--- src/rtl/byte_mem_loader_if.sv ---
// Host-side byte streams of byte_mem_loader: program bytes in, memory image out.
interface byte_mem_loader_if;
    logic       in_valid;
    logic       in_ready;
    logic [7:0] in_data;
    logic       in_last;
    logic       out_valid;
    logic       out_ready;
    logic [7:0] out_data;
    logic       out_last;

    modport master (
        output in_valid, in_data, in_last, out_ready,
        input  in_ready, out_valid, out_data, out_last
    );

    modport slave (
        input  in_valid, in_data, in_last, out_ready,
        output in_ready, out_valid, out_data, out_last
    );
endinterface

--- src/rtl/byte_mem_loader.sv ---
// Program/data RAM beside the byte computer core: host load, core run, image dump.
// Optional CLEAR_ON_LOAD_EN inserts a zero-fill pass over the RAM before each load.
module byte_mem_loader #(
    parameter int ADDR_W = 5,
    parameter int CYC_W  = 16
) (
    input  logic                clk,
    input  logic                rst,
    input  logic                load_req,
    byte_mem_loader_if.slave    host,
    output logic                cpu_rst_n,
    output logic                cpu_start,
    input  logic                cpu_halt,
    input  logic                cpu_we,
    input  logic [ADDR_W-1:0]   cpu_addr,
    input  logic [7:0]          cpu_wdata,
    output logic [7:0]          cpu_rdata,
    output logic                busy,
    output logic [CYC_W-1:0]    run_cycles
);
    localparam int DEPTH = 2**ADDR_W;
    localparam logic [ADDR_W-1:0] LAST_A = ADDR_W'(DEPTH-1);

    typedef enum logic [2:0] {S_IDLE, S_CLEAR, S_LOAD, S_RUN, S_DUMP} state_t;

    state_t             state_q, state_d;
    logic [ADDR_W:0]    ptr_q, ptr_d;
    logic [CYC_W-1:0]   run_cycles_q, run_cycles_d;
    logic               rd_vld_q, rd_vld_d;
    logic               rd_last_q, rd_last_d;
    logic               out_valid_q, out_valid_d;
    logic [7:0]         out_data_q, out_data_d;
    logic               out_last_q, out_last_d;
    logic [7:0]         rd_q;

    logic [7:0]         mem [DEPTH];
    logic               we, rd_en;
    logic [ADDR_W-1:0]  waddr, rd_addr;
    logic [7:0]         wdata;
    logic               accept, issue, out_load, out_hs;

    // State register
    always_ff @(posedge clk or posedge rst) begin
        if (rst) state_q <= S_IDLE;
        else     state_q <= state_d;
    end

    // Next-state logic
    always_comb begin
        state_d = state_q;
        case (state_q)
            S_IDLE: if (load_req) begin
`ifdef CLEAR_ON_LOAD_EN
                state_d = S_CLEAR;
`else
                state_d = S_LOAD;
`endif
            end
            S_CLEAR: if (ptr_q[ADDR_W-1:0] == LAST_A) state_d = S_LOAD;
            S_LOAD:  if (accept && (host.in_last || ptr_q[ADDR_W-1:0] == LAST_A)) state_d = S_RUN;
            // run_cycles is still zero in the first RUN cycle, which masks a stale halt
            S_RUN:   if (cpu_halt && run_cycles_q != '0) state_d = S_DUMP;
            S_DUMP:  if (out_hs && out_last_q) state_d = S_IDLE;
            default: state_d = S_IDLE;
        endcase
    end

    // State-decoded outputs
    always_comb begin
        host.in_ready = (state_q == S_LOAD);
        busy          = (state_q != S_IDLE);
        cpu_rst_n     = (state_q == S_RUN);
        cpu_start     = (state_q == S_RUN);
    end

    assign accept   = (state_q == S_LOAD) && host.in_valid;
    assign out_hs   = out_valid_q && host.out_ready;
    assign out_load = rd_vld_q && (!out_valid_q || host.out_ready);
    // Read slot plus output register act as a two-entry pipe, so a stall never drops a word
    assign issue    = (state_q == S_DUMP) && !ptr_q[ADDR_W] && (!rd_vld_q || out_load);

    always_comb begin
        ptr_d        = ptr_q;
        run_cycles_d = run_cycles_q;
        we           = 1'b0;
        waddr        = ptr_q[ADDR_W-1:0];
        wdata        = host.in_data;
        rd_en        = 1'b0;
        rd_addr      = ptr_q[ADDR_W-1:0];
        case (state_q)
            S_IDLE:  ptr_d = '0;
            S_CLEAR: begin
                we    = 1'b1;
                wdata = 8'h00;
                ptr_d = (state_d == S_LOAD) ? '0 : ptr_q + (ADDR_W+1)'(1);
            end
            S_LOAD: begin
                we = accept;
                if (accept) ptr_d = ptr_q + (ADDR_W+1)'(1);
            end
            S_RUN: begin
                ptr_d   = '0;
                we      = cpu_we;
                waddr   = cpu_addr;
                wdata   = cpu_wdata;
                rd_en   = 1'b1;
                rd_addr = cpu_addr;
            end
            S_DUMP: begin
                rd_en = issue;
                if (issue) ptr_d = ptr_q + (ADDR_W+1)'(1);
            end
            default: ptr_d = '0;
        endcase

        if (state_q != S_RUN && state_d == S_RUN)
            run_cycles_d = '0;
        else if (state_q == S_RUN && run_cycles_q != '1)
            run_cycles_d = run_cycles_q + CYC_W'(1);

        rd_vld_d    = (state_q == S_DUMP) && (issue || (rd_vld_q && !out_load));
        rd_last_d   = issue ? (ptr_q[ADDR_W-1:0] == LAST_A) : rd_last_q;
        out_valid_d = (state_q == S_DUMP) && (out_load || (out_valid_q && !host.out_ready));
        out_data_d  = out_load ? rd_q : out_data_q;
        out_last_d  = out_load ? rd_last_q : (out_valid_d ? out_last_q : 1'b0);
    end

    always_ff @(posedge clk or posedge rst) begin
        if (rst) begin
            ptr_q        <= '0;
            run_cycles_q <= '0;
            rd_vld_q     <= 1'b0;
            rd_last_q    <= 1'b0;
            out_valid_q  <= 1'b0;
            out_data_q   <= '0;
            out_last_q   <= 1'b0;
        end else begin
            ptr_q        <= ptr_d;
            run_cycles_q <= run_cycles_d;
            rd_vld_q     <= rd_vld_d;
            rd_last_q    <= rd_last_d;
            out_valid_q  <= out_valid_d;
            out_data_q   <= out_data_d;
            out_last_q   <= out_last_d;
        end
    end

    // RAM contents survive reset; a same-address read during write sees the old byte
    always_ff @(posedge clk) begin
        if (we) mem[waddr] <= wdata;
    end

    always_ff @(posedge clk or posedge rst) begin
        if (rst)        rd_q <= '0;
        else if (rd_en) rd_q <= mem[rd_addr];
    end

    assign cpu_rdata      = rd_q;
    assign run_cycles     = run_cycles_q;
    assign host.out_valid = out_valid_q;
    assign host.out_data  = out_data_q;
    assign host.out_last  = out_last_q;
endmodule

--- src/flat_wrapper.sv ---
// flat-port wrapper written by rule: the top's interface ports become plain ports
module byte_mem_loader_flat 
#(
    parameter int ADDR_W = 5,
    parameter int CYC_W  = 16
)
  (clk, rst, load_req, cpu_rst_n, cpu_start, cpu_halt, cpu_we, cpu_addr, cpu_wdata, cpu_rdata, busy, run_cycles, host_in_valid, host_in_data, host_in_last, host_out_ready, host_in_ready, host_out_valid, host_out_data, host_out_last);
  byte_mem_loader_if host_i ();
  input  logic clk;
  input  logic rst;
  input  logic load_req;
  output logic cpu_rst_n;
  output logic cpu_start;
  input  logic cpu_halt;
  input  logic cpu_we;
  input  logic [ADDR_W-1:0] cpu_addr;
  input  logic [7:0] cpu_wdata;
  output logic [7:0] cpu_rdata;
  output logic busy;
  output logic [CYC_W-1:0] run_cycles;
  input wire logic [$bits(host_i.in_valid)-1:0] host_in_valid;
  input wire logic [$bits(host_i.in_data)-1:0] host_in_data;
  input wire logic [$bits(host_i.in_last)-1:0] host_in_last;
  input wire logic [$bits(host_i.out_ready)-1:0] host_out_ready;
  output wire logic [$bits(host_i.in_ready)-1:0] host_in_ready;
  output wire logic [$bits(host_i.out_valid)-1:0] host_out_valid;
  output wire logic [$bits(host_i.out_data)-1:0] host_out_data;
  output wire logic [$bits(host_i.out_last)-1:0] host_out_last;
  assign host_i.in_valid = host_in_valid;
  assign host_i.in_data = host_in_data;
  assign host_i.in_last = host_in_last;
  assign host_i.out_ready = host_out_ready;
  assign host_in_ready = host_i.in_ready;
  assign host_out_valid = host_i.out_valid;
  assign host_out_data = host_i.out_data;
  assign host_out_last = host_i.out_last;
  byte_mem_loader #(.ADDR_W(ADDR_W), .CYC_W(CYC_W)) u_core (.clk(clk), .rst(rst), .load_req(load_req), .host(host_i), .cpu_rst_n(cpu_rst_n), .cpu_start(cpu_start), .cpu_halt(cpu_halt), .cpu_we(cpu_we), .cpu_addr(cpu_addr), .cpu_wdata(cpu_wdata), .cpu_rdata(cpu_rdata), .busy(busy), .run_cycles(run_cycles));
endmodule
--- config.mk ---
export PLATFORM = sky130hd
export DESIGN_NAME = byte_mem_loader_flat
export DESIGN_NICKNAME = d
export VERILOG_FILES = /design/src/rtl/byte_mem_loader_if.sv /design/src/rtl/byte_mem_loader.sv /design/src/flat_wrapper.sv
export SDC_FILE = /design/constraint.sdc
export NUM_CORES = 1
export LEC_CHECK = 0
export CORE_MARGIN = 8
export CORE_UTILIZATION = 50
export CTS_CLUSTER_DIAMETER = 100
export CTS_CLUSTER_SIZE = 12
export DETAILED_ROUTE_END_ITERATION = 12
export GPL_TIMING_DRIVEN = 0
export PLACE_DENSITY = 0.68
export REMOVE_ABC_BUFFERS = 1
export SKIP_LAST_GASP = 1
export SYNTH_ARGS = -nofsm -noshare
export SYNTH_HDL_FRONTEND = slang
export SYNTH_SLANG_ARGS = --single-unit
--- constraint.sdc ---
create_clock -name clk -period 3.23 [get_ports clk]
set_input_delay 0.323 -clock clk [delete_from_list [all_inputs] [get_ports clk]]
set_output_delay 0.323 -clock clk [all_outputs]
set_load 0.01 [all_outputs]
# Word-level counts from Yosys, hierarchy flattened
# Memory sizes are Yosys's and may differ from the RTL's. A register that Yosys moved wholly into a read port is not among the register bits.
# Cells that the tools add are included.
# Widths: inputs -> output; s select.
# classes
n_addsub	2
eq_ne	12
n_mux	20
reduce_logical	29
# op_table
op	count
$mux 16	2
$mux 6	3
$pmux 6 s3	1
$add 16x1->16 const B	1
$ne 16x16->1 const B	1
$pmux 8 s2	1
$reduce_bool 16->1	1
$mux 3	5
$pmux 3 s5	1
$logic_and 1x1->1	14
$eq 3x2->1 const B	4
$add 6x1->6 const B	1
$eq 5x5->1 const B	1
$logic_not 1->1	5
$logic_or 1x1->1	5
$mux 5	1
$mux 1	4
$ne 2x1->1 const B	2
$eq 3x1->1 const B	1
$eq 3x3->1 const B	1
$logic_not 3->1	1
$ne 3x2->1 const B	1
$pmux 1 s3	1
$reduce_bool 3->1	1
other kinds (4)	4
# totals
ff_bits	37
ram_bits	256
in_bits	29
out_inout_bits	38
word_cells	72
mem_count	1
# memory_table
memory	depth	word_bits	rd	rd_clocked_by_memory_dff	wr	line_no	text
u_core.mem	32	8	1	1	1	byte_mem_loader.sv:36	logic [7:0] mem [DEPTH];

# Depth between registers and ports, before layout
# Gate-level depths: netlist of the first run.
# logic_depth
word_depth	8
ltp_mapped	10

# Worst setup path after synthesis of the first run
# No wires, ideal clock.
# synth_timing
path_kind	reg2reg
start	register u_core.state_q[2]
end	memory u_core.mem[12][0] (enable)
setup_ps	371
t_arrival_ps	2194
required_time_ps	2859
setup_slack_ps	666
path_stages_with_launch	8
n_path_buf	2
path_cell_list	dfrtp_1 nand3b_2 inv_2 mux2i_2 buf_4 buf_2 nand3_1 nor2_1
# synth_between
elab_chain_cells	5
# synth_lines
item	line_no	text
from (decl)	byte_mem_loader.sv:26	state_t state_q, state_d;
from (signal assigned)	byte_mem_loader.sv:45	else state_q <= state_d;
$eq 3x2->1	byte_mem_loader.sv:76, byte_mem_loader.sv:90	
$logic_and 1x1->1	byte_mem_loader.sv:76	assign accept = (state_q == S_LOAD) && host.in_valid;
$pmux 1 s3	byte_mem_loader.sv:90	case (state_q)
$mux 1	byte_mem_loader.sv:150	if (we) mem[waddr] <= wdata;
$mux 1 (implied by the code)	byte_mem_loader.sv:150	
to (decl)	byte_mem_loader.sv:36	
# Parallel ways exist; a longest one is shown, timed or not.

# Worst setup path after layout of the first run
# layout_timing
start	register u_core.state_q[2]
end	memory u_core.mem[15][1] (enable)
# The elaborated chain is that of the path after synthesis.

==> summary.txt, run 1 <==
Layout
  • Final net count: ~1,100
  • Syn-to-layout area delta: 15.3%
  • Layout cells sized above 1: 16.4%
  • Final core occ: between 50% and 60%
  • N_diodes: 0

Global routing
  • First-pass GRT wire length: 57,400 µm
  • Antenna violations before repair: 0
  • Number of global-route vias before repair: around 9,000
  • Gr usage total: approximately 22%
  • Largest net degree at the start of global routing: 53
  • Grt ovf: 0

Synthesis
  • Synth top area cells: edfxtp_1 54%, dfrtp_1 7.9%, mux4_2 7.5%, mux2i_1 6.6%, nor2_1 2.1%
  • Library cells used by synthesis: 64
  • Post-synth top cells: 256 x edfxtp_1, 94 x mux2i_1, 81 x nor2_1
  • Ys flop type: edfxtp_1
  • Syn Inst Count: just under 1,000
  • Post-synth EDFFs: approximately 260
  • Area share of the largest cell type after synthesis: a little over half
  • Syn avg cell area: about 14 µm²
  • Post-synth top area cell: edfxtp_1
  • Sequential share of the synthesized area: between 60% and 70%
  • Count leader, synth: edfxtp_1
  • Post-synthesis cell area: about 14,000 µm²
  • Ys async rst share: approximately 15%
  • Yosys warns: 0
  • Yosys reg bits: around 300

Setup path
  • Crit Reg-Reg Startpoint: u_core.state_q[2]$_DFF_PP0_
  • Worst R2R Setup Slack: 0.12 ns
  • Max incr delay on CP: 0.59 ns
  • Worst Path Required: between 3 and 4 ns
  • Critical Path Source Type: flop
  • WP data arrival: 3.29 ns
  • Critical path fanouts, max: 52
  • Worst setup path start: u_core.state_q[2]$_DFF_PP0_
  • CP Capture Point: u_core.mem[15][1]$_DFFE_PP_
  • Crit Path Class: reg -> reg
  • Slowest-stage cell, CP: nor2_2
  • Crit path max-delay family: simple AND/OR/NAND/NOR gates
  • WP buf/inv: 2
  • Crit path capture type: flop
  • WP depth: 6
  • Worst Reg2Reg Path Length in Cells: 6
  • Worst-path cell chain: nand3b_4 -> buf_16 -> a21o_2 -> buf_12 -> nand3_2 -> nor2_2
  • Reg-to-Reg End: u_core.mem[15][1]$_DFFE_PP_

Detailed routing
  • Routed via count: 9,201
  • Antenna-violating nets left: 0
  • WL/cell: ~26 µm
  • DRC: 0
  • Detailed Route WL: 37,900 µm
  • Via density: about 6.4
  • Drt pass-1 iters: 5
  • Iteration-0 DRC Markers: roughly 720

Floorplanning
  • Initial core utilization: roughly 51%
  • Die X: between 150 and 200 µm
  • Die area: between 30,000 and 40,000 µm²
  • Std-Cell Rows: a little over 60
  • # IOs: 67
  • Core box area: between 20,000 and 30,000 µm²
  • Chip height: about 180 µm

Pwr
  • Power density normalized to cell area: 823 nW/µm²
  • Peak VDD IR: around 0.40 mV
  • Design Power: ~13 mW
  • Pleak: 5.43 nW

CTS
  • Clock slew at reported path FFs: approximately 0.070 ns
  • CTS tree: done
  • Clock Tree Buf Depth: 3
  • CTS sink cnt: roughly 300
  • H-tree depth: 1
  • Total CTS buffers: 29
  • CTS hold repair buffers: 0
  • Root buf cell: clkbuf_16
  • Clk_lat worst skew: between 0.5 and 0.6 ns

Flow run
  • # Max-Cap Violations: 0

Timing
  • Tmin final: between 3 and 4 ns
  • Final count of pins violating max slew: 0
  • Worst-Margin Slew: 1.37 ns
  • Final setup vio count: 0
  • WHS: ~0.16 ns
  • RSZ-0062 raised after global routing: no
  • Fmax achieved: 322 MHz
  • Worst clock skew: 0.0181 ns
  • Final hold vios: 0
  • Setup WS post-layout: approximately 0.12 ns
  • Worst rel slew slack: 8.58%
  • Fin crit share: 96.2%

Placed design
  • Post-DP HPWL: 23,000 µm
  • Port Buf Inserts: 66
  • Placer Congestion: 0.852
  • Dpl ws: -1.49 ns

Run status
  • Outcome: finished, final reports clean

Hold path
  • Worst hold path type: in -> async
[through the flow]
step                      instances  instance area, µm²  TNS [ns]
after floorplan                 923               13800   -436.22
after global placement         1367               15000  -2036.02
after detailed placement       1376               15200   -376.46
after CTS                      1434               16300   -0.0203
after global routing           1435               16300         0
final                          1435               16300         0
[layer usage]
| layer | track usage (%) | wire (µm) | share of wire, % |
|---|---|---|---|
| met3 | 3.07 | 2870 | 7.6 |
| met4 | 6.68 | 1060 | 2.8 |
| met1 | 30.4 | 15700 | 41 |
| met5 | 0 | 0 | 0 |
| met2 | 37.1 | 18400 | 48 |
[cell usage in the layout (no fill, tap or decap), types with 8 or more instances in the layout]
cell type / n
o22ai_1: 9
nor2_4: 18
mux4_2: 47
a211oi_1: 22
inv_1: 13
clkbuf_16: 29
clkdlybuf4s50_1: 64
nand4_1: 11
nor2_1: 48
nand3_1: 29
a22o_1: 8
clkbuf_1: 23
nor2b_1: 28
a21oi_1: 15
edfxtp_1: 256
a2111oi_0: 18
xor2_1: 11
o21ai_0: 21
a31oi_1: 24
nor3_1: 9
mux2_2: 19
nor2_2: 15
nand2_1: 58
dfrtp_1: 40
mux2i_1: 92
[what timing repair did]
item                       CTS  global route
setup buffers                3             0
setup endpoints to repair  522           102
gates resized for setup     63             8
cloned                       2             0
[area by class of cell]
class	count	area (µm²)
repair inverters	1	8.76
flip-flops and latches	301	8820
clock buffers	52	812
repair buffers	79	896
multi-input cells	608	5250
clock inverters	1	11.3
well taps	378	473
fillers	2164	11500
inverters	15	72.6
[worst min-delay path by stage]
| stage | startpoint | to | cells past startpoint |
|---|---|---|---|
| after floorplan | u_core.rd_last_q$_DFFE_PP0P_ | u_core.rd_last_q$_DFFE_PP0P_ | 1 |
| after global routing | rst | u_core.cpu_rdata[1]$_DFFE_PP0P_ | 2 |
| after global placement | u_core.host.out_data[4]$_DFFE_PP0P_ | u_core.host.out_data[4]$_DFFE_PP0P_ | 1 |
| final | rst | u_core.host.out_data[0]$_DFFE_PP0P_ | 2 |
| after CTS | rst | u_core.cpu_rdata[1]$_DFFE_PP0P_ | 2 |
| after detailed placement | u_core.host.out_data[4]$_DFFE_PP0P_ | u_core.host.out_data[4]$_DFFE_PP0P_ | 1 |
[flip-flops by register name, indices dropped and copies added (netlist names)]
signal,count
u_core.run_cycles,16
u_core.cpu_rdata,8
u_core.host.out_data,8
u_core.host.out_last,1
u_core.host.out_valid,1
u_core.ptr_q,6
u_core.state_q,3
u_core.rd_last_q,1
u_core.mem,256
u_core.rd_vld_q,1
[kinds of logic after synthesis]
kind of cell | count (synthesis) | synth area share (%)
AND/OR/NAND/NOR | 257 | 8.77
flip-flops | 301 | 62.2
XOR/XNOR | 16 | 0.989
multiplexers | 166 | 16.6
buffers and inverters | 84 | 2.76
adder cells (fa/ha/maj) | 4 | 0.353
AO/OA/AOI/OAI | 164 | 8.38
[report_power, final]
group	switching, mW	leakage (nW)	internal (mW)
clock network	1.39	0.391	1.69
registers	0.407	2.88	4.93
logic	3.11	2.16	1.92
total	4.91	5.43	8.54
(Power assumes the default switching activity.)
==> inputs of run 2 (changes only) <==
Settings changed: CELL_PAD_IN_SITES_DETAIL_PLACEMENT set to 0, CELL_PAD_IN_SITES_GLOBAL_PLACEMENT set to 1, CORE_UTILIZATION 50 to 51, PLACE_DENSITY 0.68 to unset, PLACE_DENSITY_LB_ADDON set to 0.1.
==> run 2 against run 1 <==
Effect of this change:
- critical path depth down 1
- combinational power grew 2%
- largest power group unchanged
- clock power rose by 2%
- critical endpoint is now u_core.mem[20][5]$_DFFE_PP_
==> summary.txt, run 2 (synthesis results as in run 1) <==
Run status
  • Outcome: finished, final reports clean

Layout
  • Commonest non-fill, non-tap cell in the layout: edfxtp_1
  • N_diodes: 0
  • Max reg flops: approximately 260
  • Biggest register: u_core.mem
  • Most frequent cells in the layout: 256 x edfxtp_1, 92 x mux2i_1, 64 x clkdlybuf4s50_1
  • Cell area after layout: around 16,000 µm²
  • Layout cells sized above 1: about 17%
  • Final net count: roughly 1,100
  • Syn-to-layout area delta: 16.2%

Floorplanning
  • Die area: approximately 33,000 µm²
  • Core box area: approximately 28,000 µm²
  • Initial core utilization: 51.4%
  • Chip height: 183 µm
  • Die X: 183 µm
  • # IOs: 67
  • Std-Cell Rows: 61

Timing
  • Final count of pins violating max slew: 0
  • Worst rel slew slack: approximately 7.4%
  • Final hold vios: 0
  • RSZ-0062 raised after global routing: yes
  • Worst-Margin Slew: about 1.4 ns
  • Setup WS post-layout: about 0.079 ns
  • Worst clock skew: between 0.02 and 0.025 ns
  • Final setup vio count: 0
  • Fmax achieved: 317 MHz
  • Fin crit share: 97.6%
  • Tmin final: around 3.2 ns

Pwr
  • Combinational fraction of design power: between 30 and 40%
  • Sw frac: around 37%
  • Net Switching: between 5 and 6 mW
  • Sequential fraction of design power: between 30 and 40%
  • Peak VDD IR: approximately 0.53 mV
  • Clock Power Share: a little under a quarter
  • Pleak: 5.45 nW
  • Internal Pwr Total: ~8.6 mW
  • Power density normalized to cell area: between 800 and 900 nW/µm²

CTS
  • H-tree depth: 1
  • Total CTS buffers: 29
  • Root buf cell: clkbuf_16
  • CTS tree: done
  • CTS sink cnt: 301
  • CTS hold repair buffers: 0
  • Clock Tree Buf Depth: 3
  • Clk_lat worst skew: 0.57 ns
  • Clock slew at reported path FFs: 0.07 ns

Setup path
  • Critical path fanouts, max: 53
  • Crit Path Class: reg -> reg
  • WP data arrival: roughly 3.3 ns
  • Critical Path Source Type: flop
  • Crit path capture type: flop
  • Worst Path Required: approximately 3.4 ns

Placed design
  • Post-DP HPWL: approximately 23,000 µm
  • Port Buf Inserts: between 60 and 70
  • Placer Congestion: ~0.83
  • Post-Place Cell Area: roughly 15,000 µm²
  • Dpl ws: -1.89 ns

Global routing
  • Gr usage total: around 23%
  • Antenna violations before repair: 0
  • Number of global-route vias before repair: around 9,000
  • First-pass GRT wire length: around 58,000 µm
  • Grt ovf: 0
  • Largest net degree at the start of global routing: 70

Detailed routing
  • Drt pass-1 iters: 5
  • Antenna-violating nets left: 0
  • DRC: 0
  • WL/cell: around 27 µm
  • Routed via count: about 9,000
  • Iteration-0 DRC Markers: approximately 860
  • Detailed Route WL: around 38,000 µm
  • Via density: 6.28

Flow run
  • # Max-Cap Violations: 0

Hold path
  • Worst hold path type: in -> async
[run 2: cell type report]
cell class,instances,area (µm²)
clock inverter,2,31.3
tap,378,473
fill,2181,11100
sequential,301,8820
timing repair inverter,1,11.3
timing repair buffer,79,888
multi-input combinational,609,5350
clock buffer,51,808
inverter,15,82.6
[run 2: stage by stage]
stage	TNS, ns	total power [mW]	utilization, %	cells	hold slack [ns]
after floorplan	-436.22	8.10	-	923	0.479
after CTS	-0.00581	13.6	59.6	1435	0.0449
final	0	13.6	59.8	1436	0.0377
after global placement	-2084.89	10.0	54.3	1367	0.487
after global routing	-0.234	14.1	59.8	1436	0.0655
after detailed placement	-542.98	10.1	55.1	1375	0.493
[run 2: final timing paths]
| kind | startpoint | endpoint | slack [ns] | depth (start not counted) |
|---|---|---|---|---|
| setup / recovery | u_core.state_q[0]$_DFF_PP0_ | u_core.mem[20][5]$_DFFE_PP_ | 0.08 | 5 |
| hold / removal | rst | u_core.run_cycles[0]$_DFFE_PP0P_ | 0.04 | 2 |
| setup reg to reg | u_core.state_q[0]$_DFF_PP0_ | u_core.mem[20][5]$_DFFE_PP_ | 0.08 | 5 |
| hold reg to reg | u_core.host.out_data[3]$_DFFE_PP0P_ | u_core.host.out_data[3]$_DFFE_PP0P_ | 0.51 | 1 |
| max in group asynchronous | rst | u_core.host.out_data[6]$_DFFE_PP0P_ | 2.65 | 3 |
| min in group clk | load_req | u_core.state_q[1]$_DFF_PP0_ | 0.43 | 3 |
[run 2: timing repair]
action | 4_1_cts | 5_1_grt
buffers inserted | 5 | 0
hold endpoints to repair | 0 | 0
endpoints found under the setup margin | 523 | 136
pin swaps | 1 | 0
gates cloned | 2 | 1
gates resized for setup | 88 | 7
[run 2: critical path, cell delays in order (launching register included)]
cell and delay [ns]:
dfrtp_2 0.58, nand3b_4 0.15, buf_16 0.23, nor3b_1 0.74
o21bai_2 0.47, nor2_2 0.56
[run 2: layer usage]
layer,part of all wire (%),wire length (µm),GRT usage [%],vias to the layer above
met5,0,0,0,-
met1,42,16000,32.3,4617
li1,-,-,-,4015
met2,48,18400,37.2,319
met3,6.8,2610,2.41,63
met4,3.0,1140,6.92,0
[run 2: power groups by stage]
stage                     clock network [mW]  registers (mW)  logic (mW)
final                                   3.14            5.34        5.12
after floorplan                            0            5.40        2.70
after global placement                     0            5.56        4.47
after global routing                    3.32            5.39        5.44
after CTS                               3.18            5.34        5.05
after detailed placement                   0            5.44        4.65
==> inputs of run 3 (changes only) <==
Settings changed: CORE_UTILIZATION 51 to 53, CTS_BUF_LIST set to sky130_fd_sc_hd__clkbuf_4 sky130_fd_sc_hd__clkbuf_8.
==> run 3 against run 2 <==
Effect of this change:
- core utilization rose by 1.0 points
- combinational power fell by 2%
- global-route usage is 0.22 points higher
- first-iteration DRC count increased by 2.1%
- sequential share of layout area is 1.0 points higher
- clock-buffer cell count rose by 1
- via count is 0.31% higher
- setup slack better by 0.017 ns
- clock power shrank 23%
- sequential power rose by 0.7%
- cell count fell by 2.5%
- critical path type unchanged
- critical endpoint is now u_core.cpu_rdata[7]$_DFFE_PP0P_
- highest routed layer unchanged
==> summary.txt, run 3 (synthesis results as in run 1) <==
CTS
  • Clock Tree Buf Depth: 3
  • Total CTS buffers: 29
  • H-tree depth: 1
  • CTS tree: done
  • Clk_lat worst skew: 0.61 ns
  • Clock slew at reported path FFs: 0.08 ns
  • CTS sink cnt: ~300
  • Root buf cell: clkbuf_8

Timing
  • Worst-Margin Slew: approximately 1.5 ns
  • Final TNS setup: 0 ns
  • Tmin final: 3.13 ns
  • Worst rel slew slack: 1.40%
  • Final hold vios: 0
  • RSZ-0062 raised after global routing: no
  • Setup WS post-layout: between 0.09 and 0.1 ns
  • Fmax achieved: approximately 320 MHz
  • Final setup vio count: 0
  • Fin crit share: between 90 and 100%
  • Worst clock skew: approximately 0.044 ns
  • Final count of pins violating max slew: 0

Floorplanning
  • Die X: approximately 180 µm
  • Chip height: approximately 180 µm
  • Std-Cell Rows: 60
  • Core box area: between 20,000 and 30,000 µm²
  • # IOs: 67
  • Die area: between 30,000 and 40,000 µm²
  • Initial core utilization: between 50% and 60%

Setup path
  • Worst Path Required: between 3 and 4 ns
  • Crit Path Class: reg -> reg
  • Slowest-stage cell, CP: dfrtp_1
  • Worst-path cell chain: nand3b_4 -> buf_16 -> a21o_4 -> buf_12 -> mux4_2 -> nand2_1 -> o221ai_1 -> o32a_1
  • Critical Path Source Type: flop
  • Max incr delay on CP: between 0.5 and 0.6 ns
  • WP data arrival: between 3 and 4 ns
  • Crit path capture type: flop
  • Critical path fanouts, max: 64

Layout
  • Biggest register: u_core.mem
  • N_diodes: 0
  • Syn-to-layout area delta: 14.0%
  • Most frequent cells in the layout: 256 x edfxtp_1, 89 x mux2i_1, 64 x clkdlybuf4s50_1
  • Commonest non-fill, non-tap cell in the layout: edfxtp_1
  • Cell area after layout: 16,200 µm²
  • Layout cells sized above 1: 19.0%
  • Register area: between 8000 and 9000 µm²
  • Multi-input logic area: around 5300 µm²
  • Fillers: about 2,100
  • Final net count: ~1,100
  • Max reg flops: around 260
  • Post-Layout Cell Count: 1,400

Placed design
  • Post-Place Cell Area: around 15,000 µm²
  • Port Buf Inserts: 66
  • Dpl ws: -1.83 ns
  • Post-DP HPWL: 23,300 µm
  • Placer Congestion: a little over 0.8
  • Inst Count DP: around 1,300

Detailed routing
  • Routed via count: 9,042
  • Drt pass-1 iters: 5
  • Via density: roughly 6.5
  • DRC: 0
  • Antenna-violating nets left: 0
  • Iteration-0 DRC Markers: 875
  • WL/cell: roughly 27 µm
  • Detailed Route WL: roughly 38,000 µm

Flow run
  • # Max-Cap Violations: 0

Global routing
  • Gr usage total: between 20% and 30%
  • Number of global-route vias before repair: 8,813
  • Largest net degree at the start of global routing: 65
  • Antenna violations before repair: 0
  • First-pass GRT wire length: 56,800 µm
  • Grt ovf: 0

Hold path
  • Worst hold path type: in -> reg

Pwr
  • Power density normalized to cell area: around 790 nW/µm²
  • Pleak: approximately 5.4 nW
  • Peak VDD IR: about 0.48 mV

Run status
  • Outcome: finished, final reports clean
run 3: final timing paths:
| check | end | slack [ns] | cells past startpoint | start |
|---|---|---|---|---|
| hold reg to reg | u_core.host.out_data[2]$_DFFE_PP0P_ | 0.51 | 1 | u_core.host.out_data[2]$_DFFE_PP0P_ |
| hold / removal | u_core.state_q[1]$_DFF_PP0_ | 0.38 | 3 | load_req |
| setup / recovery | u_core.cpu_rdata[7]$_DFFE_PP0P_ | 0.1 | 8 | u_core.state_q[2]$_DFF_PP0_ |
| setup reg to reg | u_core.cpu_rdata[7]$_DFFE_PP0P_ | 0.1 | 8 | u_core.state_q[2]$_DFF_PP0_ |
| max in group asynchronous | u_core.host.out_data[0]$_DFFE_PP0P_ | 2.21 | 4 | rst |
| min in group asynchronous | u_core.run_cycles[5]$_DFFE_PP0P_ | 0.51 | 3 | rst |
run 3: routing by layer:
metal,routed length (µm),track usage (%)
met5,0,0
met4,1150,6.67
met3,2640,3.67
met2,17500,36.5
met1,16600,32.9
run 3: area by class of cell:
type / count / area share, %
timing repair inverter: 1 / 0.0542
multi-input combinational: 607 / 33.1
inverter: 15 / 0.449
sequential: 301 / 54.6
tap: 341 / 2.64
clock buffer: 52 / 3.54
timing repair buffer: 81 / 5.48
clock inverter: 2 / 0.116
run 3: worst max-delay path: cells and delay by family (launching register included):
kind,cells,cell delay (ns)
compound gates,3,0.84
flops,1,0.59
mux,1,0.54
buf+inv,2,0.54
simple gates,2,0.46
run 3: through the flow:
step	hold slack (ns)	total power, mW	util (%)
after floorplan	0.479	8.10	-
after detailed placement	0.495	10.1	56.9
final	0.380	12.8	60.8
after global routing	0.406	13.3	60.8
after CTS	0.366	12.8	60.7
after global placement	0.486	10.1	56.2
run 3: where the power goes:
group	internal (mW)	total, mW	switching (mW)
logic	1.90	5.00	3.09
clock network	1.11	2.42	1.31
registers	4.92	5.38	0.455
run 3: timing repair:
item,4_1_cts,5_1_grt
setup buffers,6,0
hold endpoints to repair,8,0
resized for setup,86,5
pin swaps,4,0
endpoints found under the setup margin,522,67
hold buffers,1,0
gates cloned,1,0
